===== src/rtl/apb_chk_sat_cnt.sv =====
// apb_chk_sat_cnt: W-bit saturating up-counter.
// Ports: clk, rst_n, inc (+1), clr (sync zero; inc wins to 1), q.
module apb_chk_sat_cnt #(
  parameter int W = 16
) (
  input  logic         clk,
  input  logic         rst_n,
  input  logic         inc,
  input  logic         clr,
  output logic [W-1:0] q
);

  always_ff @(posedge clk or negedge rst_n) begin
    if (!rst_n) begin
      q <= '0;
    end else if (clr) begin
      q <= W'(inc);
    end else if (inc && (q != '1)) begin
      q <= q + 1'b1;
    end
  end

endmodule


===== config.mk =====
export PLATFORM = sky130hd
export DESIGN_NAME = apb_chk_sat_cnt
export DESIGN_NICKNAME = d
export VERILOG_FILES = /design/src/rtl/apb_chk_sat_cnt.sv
export SDC_FILE = /design/constraint.sdc
export NUM_CORES = 1
export LEC_CHECK = 0
export ABC_CLOCK_PERIOD_IN_PS = 2900
export CORE_AREA = 10 10 64 66
export DETAILED_ROUTE_END_ITERATION = 8
export DIE_AREA = 0 0 74 76
export PLACE_DENSITY = 0.67
export SETUP_SLACK_MARGIN = 0.2
export SYNTH_ARGS = -nofsm -noshare
export SYNTH_HDL_FRONTEND = slang
export SYNTH_SLANG_ARGS = --single-unit

===== constraint.sdc =====
create_clock -name clk -period 2.9 [get_ports clk]
set_clock_uncertainty 0.15 [all_clocks]
set_input_delay 0.58 -clock clk [delete_from_list [all_inputs] [get_ports clk]]
set_output_delay 0.58 -clock clk [all_outputs]
set_load 0.01 [all_outputs]

==> results of run 1 <==
-- power groups by stage --
stage                     Combinational [W]  Sequential (W)  Clock, W
after CTS                         0.0000377        0.000232  0.000154
after floorplan                   0.0000168        0.000237         0
after global placement            0.0000367        0.000236         0
after detailed placement          0.0000374        0.000236         0
after global routing              0.0000419        0.000233  0.000166
final                             0.0000367        0.000232  0.000150
-- logic make-up after synthesis --
logic type                 after synthesis
buffers and inverters                   10
adders and majority gates                1
AOI/OAI and AO/OA                       20
muxes                                    5
and+or+nand+nor                         50
DFF                                     16
-- per-layer routing --
| layer | global-route usage (%) | vias up |
|---|---|---|
| met5 | 0 | - |
| met4 | 3.918 | 0 |
| met3 | 3.646 | 5 |
| met2 | 11.26 | 27 |
| met1 | 11.58 | 406 |
| li1 | - | 422 |
-- area by class of cell --
| class | count | share of cell area, % |
|---|---|---|
| Sequential cell | 16 | 33.30 |
| Multi-Input combinational cell | 76 | 42.87 |
| Timing Repair Buffer | 19 | 15.82 |
| Clock buffer | 4 | 3.018 |
| Tap cell | 33 | 3.434 |
| Inverter | 5 | 1.561 |
-- per-stage QoR --
step	total power, W	utilization, %
3_5_place_dp	0.0002737	39.83
3_3_place_gp	0.0002729	39.83
2_1_floorplan	0.0002542	-
4_1_cts	0.0004240	41.07
5_1_grt	0.0004413	41.07
6_report	0.0004184	41.07
-- synth_stat cells (2+ instances only) --
cell,number
sky130_fd_sc_hd__inv_1,5
sky130_fd_sc_hd__nand4_1,4
sky130_fd_sc_hd__buf_2,2
sky130_fd_sc_hd__nor2_1,12
sky130_fd_sc_hd__nand3_1,5
sky130_fd_sc_hd__o311ai_0,2
sky130_fd_sc_hd__nor4_1,3
sky130_fd_sc_hd__o21ai_0,2
sky130_fd_sc_hd__a21oi_1,6
sky130_fd_sc_hd__a211oi_1,2
sky130_fd_sc_hd__o41ai_1,3
sky130_fd_sc_hd__dfrtp_1,16
sky130_fd_sc_hd__nor2b_1,3
sky130_fd_sc_hd__mux2_2,3
sky130_fd_sc_hd__or4_1,2
sky130_fd_sc_hd__nand2_1,5
sky130_fd_sc_hd__nor3_1,5
-- how the worst max path moves through the flow --
stage	depth (start not counted)	to	slack (ns)	startpoint
final	5	q[11]$_DFFE_PN0P_	0.68	inc
after global routing	5	q[11]$_DFFE_PN0P_	0.57	inc
after CTS	5	q[11]$_DFFE_PN0P_	0.71	inc
after detailed placement	5	q[11]$_DFFE_PN0P_	0.41	inc
after global placement	5	q[11]$_DFFE_PN0P_	0.45	inc
after floorplan	5	q[6]$_DFFE_PN0P_	0.91	q[0]$_DFFE_PN0P_
-- worst register-to-register path, cell delays in order (launching register included) --
cell and delay (ns):
sky130_fd_sc_hd__dfrtp_1 0.43, sky130_fd_sc_hd__ha_1 0.31, sky130_fd_sc_hd__inv_1 0.10, sky130_fd_sc_hd__or4_1 0.56
sky130_fd_sc_hd__nand3_1 0.12, sky130_fd_sc_hd__mux2_1 0.32
==> results.md, run 1 <==
* Run status: finished, final reports clean
* Number of buffers created by CTS at 3
* Width of the die at 74 µm
* Cell count after synthesis at 102
* Adder and majority gate portion of the synthesized area at 1.304%
* Register with the most flip-flops: q
* Biggest area contributors in the synthesized netlist: sky130_fd_sc_hd__dfrtp_1, sky130_fd_sc_hd__nor2_1, sky130_fd_sc_hd__mux2_2
* Worst-path clk slew at 0.09 ns
* Number of buffers inserted by port buffering at 19
* Total number of placement rows at 20
* Registers with the highest flip-flop counts: q: 16 flops
* Setup Crit Path Kind: in2reg
* Largest register FFs at 16
* Latest clock arrival within the worst-skew pair at 0.29 ns
* Sequential fraction of the synthesis area at 41.72%
* Reg2reg setup slack at 0.80 ns
* Area of the mapped netlist at 959.7 µm²
* Mapped Nets at 107
* Hold depth at 1
* Total negative slack at 0 ns
* Share of cell area taken by muxes after synthesis at 5.737%
* Headroom to the max-slew limit at 52.22%
* Register-to-Register Path Depth at 5
* Buffers and inverters on the worst path at 1
* P_int at 0.0003189 W
* Unrepaired setup endpoints after global routing: false
* Endpoints failing setup at 0
* Initial standard-cell utilization of the core at 32.78%
* Hold WS at 0.3830 ns
* Worst hold endpoint: q[7]$_DFFE_PN0P_
* Post-route cell area at 1202 µm²
* Initial antenna violation count at 0
* Switching part of the total at 23.78%
* Dominant combinational cell family by area after synthesis: simple AND/OR/NAND/NOR gates
* Post-CTS setup buffer count at 0
* Routed met2 length at 1007 µm
* Most common cell after layout, fill and taps aside: sky130_fd_sc_hd__clkdlybuf4s50_1
* Sw Pwr at 0.00009948 W
* Maximum ir drop on the vdd rail at 200.3 µV
* Element type at the critical path end: flop
* GP Congestion at 0.8208
* Final period utilization at 76.49%
* Detailed Routing Iterations Pass 1 at 4
* Maximum fanout count along the critical path at 8
* Transition time at the pin with the least slew margin at 0.7145 ns
* Sequential Power Share at 55.5%
* Dominant delay contributor by cell family on the critical path: simple AND/OR/NAND/NOR gates
* DRC marker count from the first detailed-route iteration at 39
* First-pass GRT wire length at 3974 µm
* Pin count of the biggest net entering global routing at 22
* FF+latch count, synth at 16
* Area fraction in and, or, nand and nor cells after synthesis at 31.81%
* Total area of sequential cells at 400.4 µm²
* Startpoint types: primary input
* Clock Power Share at 35.8%
* Leakage at 0.4400 nW
* Most used cells in the layout excluding fill and tap cells: sky130_fd_sc_hd__clkdlybuf4s50_1, sky130_fd_sc_hd__dfrtp_1, sky130_fd_sc_hd__nor2_1, sky130_fd_sc_hd__a21oi_1
* DRC violations left at 0
* Power density relative to cell area at 347.9 nW/µm²
* Dpl hpwl at 1667 µm
* Number of filler instances in the final layout at 283
* Combinational cell fraction of total power at 8.8%
* Most area-hungry cell type in the Yosys netlist: sky130_fd_sc_hd__dfrtp_1
* PnR worst setup slack at 0.6819 ns
* Post-cts gate resize count at 0
* Compound-cell area share of the yosys netlist at 14.86%
* Number of diodes added for antenna fixing at 0
* Top_reg_cell synth: sky130_fd_sc_hd__dfrtp_1
* Floorplan die area at 5624 µm²
* Global route total overflow at 0
* TritonCTS clock tree: yes
* Cell variety after synth at 39
* Total vias in the final route at 860
* Num ports at 20
* Reg-to-reg critical path startpoint: q[0]$_DFFE_PN0P_
* Final routed wirelength across all metal layers at 2234 µm
* Share of flip-flops with an asynchronous set or reset after synthesis at 100.0%
* Critical Path AT at 2.28 ns
* Path category of the worst min-delay check: reg2reg
* Post-synthesis share of cell area spent on xor and xnor gates at 0%
* Post-detailed-placement cell area at 1166 µm²
* Number of cells after detailed placement at 149
* GRT Resource Usage Total at 8.573%
* Maxcap violations at 0
* Area share of the leading cell type in the synthesized netlist at 41.72%
* Quantity of hold-fixing buffers added after cts at 0
* Final hold violations at 0
* Ys Warns at 0
* Maximum frequency from static timing analysis at 0.4508 GHz
* Layout Cells excl Fill at 153
* Worst reg2reg path endpoint: q[6]$_DFFE_PN0P_
* Bufs on Longest Clock Path at 2
* Ratio of cells with drive above 1 in the final layout at 10.83%
* Core Region at 2928 µm²
* Syn avg cell area at 9.409 µm²
* Placement-stage worst setup slack at 0.4060 ns
* Slowest library cell on the worst path: sky130_fd_sc_hd__clkdlybuf4s50_1
* Wl on met1 at 982 µm
* Required time worst endpoint at 2.96 ns
* Clock H-tree levels at 1
* Area grow syn2layout at 25.29%
* TritonCTS Sinks at 16
* Root buf cell: sky130_fd_sc_hd__clkbuf_4
* Highest signal layer in the routed design: met4
* Slowest cell delay on critical path at 0.61 ns
* Critical Path, Cell by Cell: clkdlybuf4s50_1, nand3_1, or2_0, or4_1, a21oi_1
* Total area of multi-input combinational cells at 515.5 µm²
* Post-synth EDFFs at 0
* Detailed route wirelength on metal3 at 204 µm
* Max-slew violation count at 0
* Layout Nets at 126
* Via density at 5.621
* Time the final worst path needs with I/O delays and setup at 2.218 ns
* Height of the chip at 76 µm
* Post-DR wirelength/cell at 14.60 µm
* Post-route ant nets at 0
* Vias in the first global route at 807
* Critical hold path startpoint: q[7]$_DFFE_PN0P_
Power figures use the tool's default switching activity.
==> run 2: changes to the inputs <==
ABC_CLOCK_PERIOD_IN_PS = 2300   (was 2900)
clock period = 2.3 ns   (was 2.9 ns; I/O delays follow)
==> results.md, run 2 (same netlist as run 1, synthesis figures left out) <==
* DRC marker count from the first detailed-route iteration at 64
* Area grow syn2layout at 28.55%
* Required time worst endpoint at 2.37 ns
* Dominant delay contributor by cell family on the critical path: simple AND/OR/NAND/NOR gates
* Total number of cells along the worst setup path at 5
* Post-detailed-placement cell area at 1211 µm²
* Detailed Routing Iterations Pass 1 at 4
* Reg2reg setup slack at 0.33 ns
* First-pass GRT wire length at 3864 µm
* Wl on met1 at 1065 µm
* GP Congestion at 0.8088
* Number of cells after detailed placement at 155
* Number of diodes added for antenna fixing at 0
* Largest register FFs at 16
* Bufs on Longest Clock Path at 2
* Headroom to the max-slew limit at 62.93%
* Endpoints failing setup at 0
* Run status: finished, final reports clean
* Worst reg2reg path endpoint: q[6]$_DFFE_PN0P_
* Quantity of hold-fixing buffers added after cts at 0
* Leakage at 0.4609 nW
* Number of buffers inserted by port buffering at 19
* Maximum fanout count along the critical path at 7
* TritonCTS clock tree: yes
* Registers with the highest flip-flop counts: q: 16 flops
* Layout Cells excl Fill at 158
* Root buf cell: sky130_fd_sc_hd__clkbuf_4
* Initial standard-cell utilization of the core at 32.78%
* Height of the chip at 76 µm
* Routed met2 length at 1099 µm
* Time the final worst path needs with I/O delays and setup at 2.006 ns
* Critical Path Start: inc
* Final period utilization at 87.23%
* Post-route ant nets at 0
* Post-DR wirelength/cell at 15.11 µm
* Floorplan die area at 5624 µm²
* TritonCTS Sinks at 16
* Maximum ir drop on the vdd rail at 293.1 µV
* Unrepaired setup endpoints after global routing: false
* Post-route cell area at 1234 µm²
* Width of the die at 74 µm
* Number of filler instances in the final layout at 272
* Global route total overflow at 0
* Most common cell after layout, fill and taps aside: sky130_fd_sc_hd__clkdlybuf4s50_1
* Element type at the critical path end: flop
* Num ports at 20
* GRT Resource Usage Total at 8.393%
* Slowest library cell on the worst path: sky130_fd_sc_hd__clkdlybuf4s50_1
* Max-slew violation count at 0
* Post-CTS setup buffer count at 0
* Initial antenna violation count at 0
* Total number of placement rows at 20
* Final routed wirelength across all metal layers at 2388 µm
* Overall power of the completed layout at 0.0004948 W
* Critical Path, Cell by Cell: clkdlybuf4s50_1, nand3_1, or2_0, or4_1, a21oi_1
* Core Region at 2928 µm²
* Detailed route wirelength on metal3 at 189 µm
* Startpoint types: primary input
* Layout Nets at 132
* Buffers and inverters on the worst path at 1
* Ratio of cells with drive above 1 in the final layout at 14.40%
* Setup Crit Path Kind: in2reg
* Power density relative to cell area at 401.1 nW/µm²
* Highest signal layer in the routed design: met4
* Slowest cell delay on critical path at 0.52 ns
* Post-cts gate resize count at 0
* Clock H-tree levels at 1
* Final hold violations at 0
* Register-to-Register Path Depth at 5
* Total negative slack at 0 ns
* Worst-path clk slew at 0.09 ns
* Most used cells in the layout excluding fill and tap cells: sky130_fd_sc_hd__clkdlybuf4s50_1, sky130_fd_sc_hd__dfrtp_1, sky130_fd_sc_hd__nor2_1, sky130_fd_sc_hd__a21oi_1, sky130_fd_sc_hd__buf_4
* Reg-to-reg critical path startpoint: q[0]$_DFFE_PN0P_
* Critical Path AT at 2.07 ns
* Number of buffers created by CTS at 3
* Total area of sequential cells at 400.4 µm²
* Total vias in the final route at 883
* Dpl hpwl at 1755 µm
* Register with the most flip-flops: q
* Transition time at the pin with the least slew margin at 0.5515 ns
* Maxcap violations at 0
* DRC violations left at 0
* Path category of the worst min-delay check: in2async
* Vias in the first global route at 822
* Latest clock arrival within the worst-skew pair at 0.28 ns
* Total area of multi-input combinational cells at 515.5 µm²
* Maximum frequency from static timing analysis at 0.4984 GHz
* Pin count of the biggest net entering global routing at 22
* Via density at 5.589
-- run 2: changes by cell type in the layout (fill, tap and decap cells not counted), sizes merged --
cell / delta
buf: +6
clkbuf: -1
-- run 2: how the worst max path moves through the flow --
stage / slack (ns) / to
CTS: 0.30 / q[9]
global placement: 0.10 / q[11]$_DFFE_PN0P_
finish: 0.29 / q[11]$_DFFE_PN0P_
floorplan: 0.31 / q[6]$_DFFE_PN0P_
detailed placement: 0.04 / q[11]$_DFFE_PN0P_
global route: 0.24 / q[6]$_DFFE_PN0P_
-- run 2: cell type report --
| class | instances | area share, % |
|---|---|---|
| Timing Repair Buffer | 25 | 19.07 |
| Clock buffer | 3 | 1.826 |
| Sequential cell | 16 | 32.45 |
| Multi-Input combinational cell | 76 | 41.79 |
| Tap cell | 33 | 3.347 |
| Inverter | 5 | 1.521 |
-- run 2: worst reg2reg max path, delay by kind of cell, from the launching register on --
family / cells / cell delay, ns
adder cells (fa/ha/maj): 1 / 0.20
flip-flops: 1 / 0.44
multiplexers: 1 / 0.32
buffers and inverters: 1 / 0.07
AND/OR/NAND/NOR: 2 / 0.67
-- run 2: power by group --
part           leakage (nW)  total [W]  switching [W]  internal, W
sequential            0.220   0.000293     0.00000748     0.000286
combinational         0.227  0.0000524      0.0000282    0.0000243
clock                0.0138   0.000149      0.0000884    0.0000608
total                 0.461   0.000495       0.000124     0.000371
-- run 2: per-stage QoR --
| stage | setup WS [ns] | hold slack, ns | utilization, % |
|---|---|---|---|
| floorplan | 0.3098 | 0.01441 | - |
| global placement | 0.1023 | 0.3554 | 41.37 |
| detailed placement | 0.03597 | 0.3632 | 41.37 |
| CTS | 0.3048 | 0.3325 | 42.14 |
| global route | 0.2416 | 0.3455 | 42.14 |
| finish | 0.2936 | 0.3297 | 42.14 |
-- run 2: layer usage --
metal	vias to the layer above	track usage (%)
met1	426	10.22
met3	4	3.516
met2	18	12.54
met5	-	0
li1	435	-
met4	0	3.358
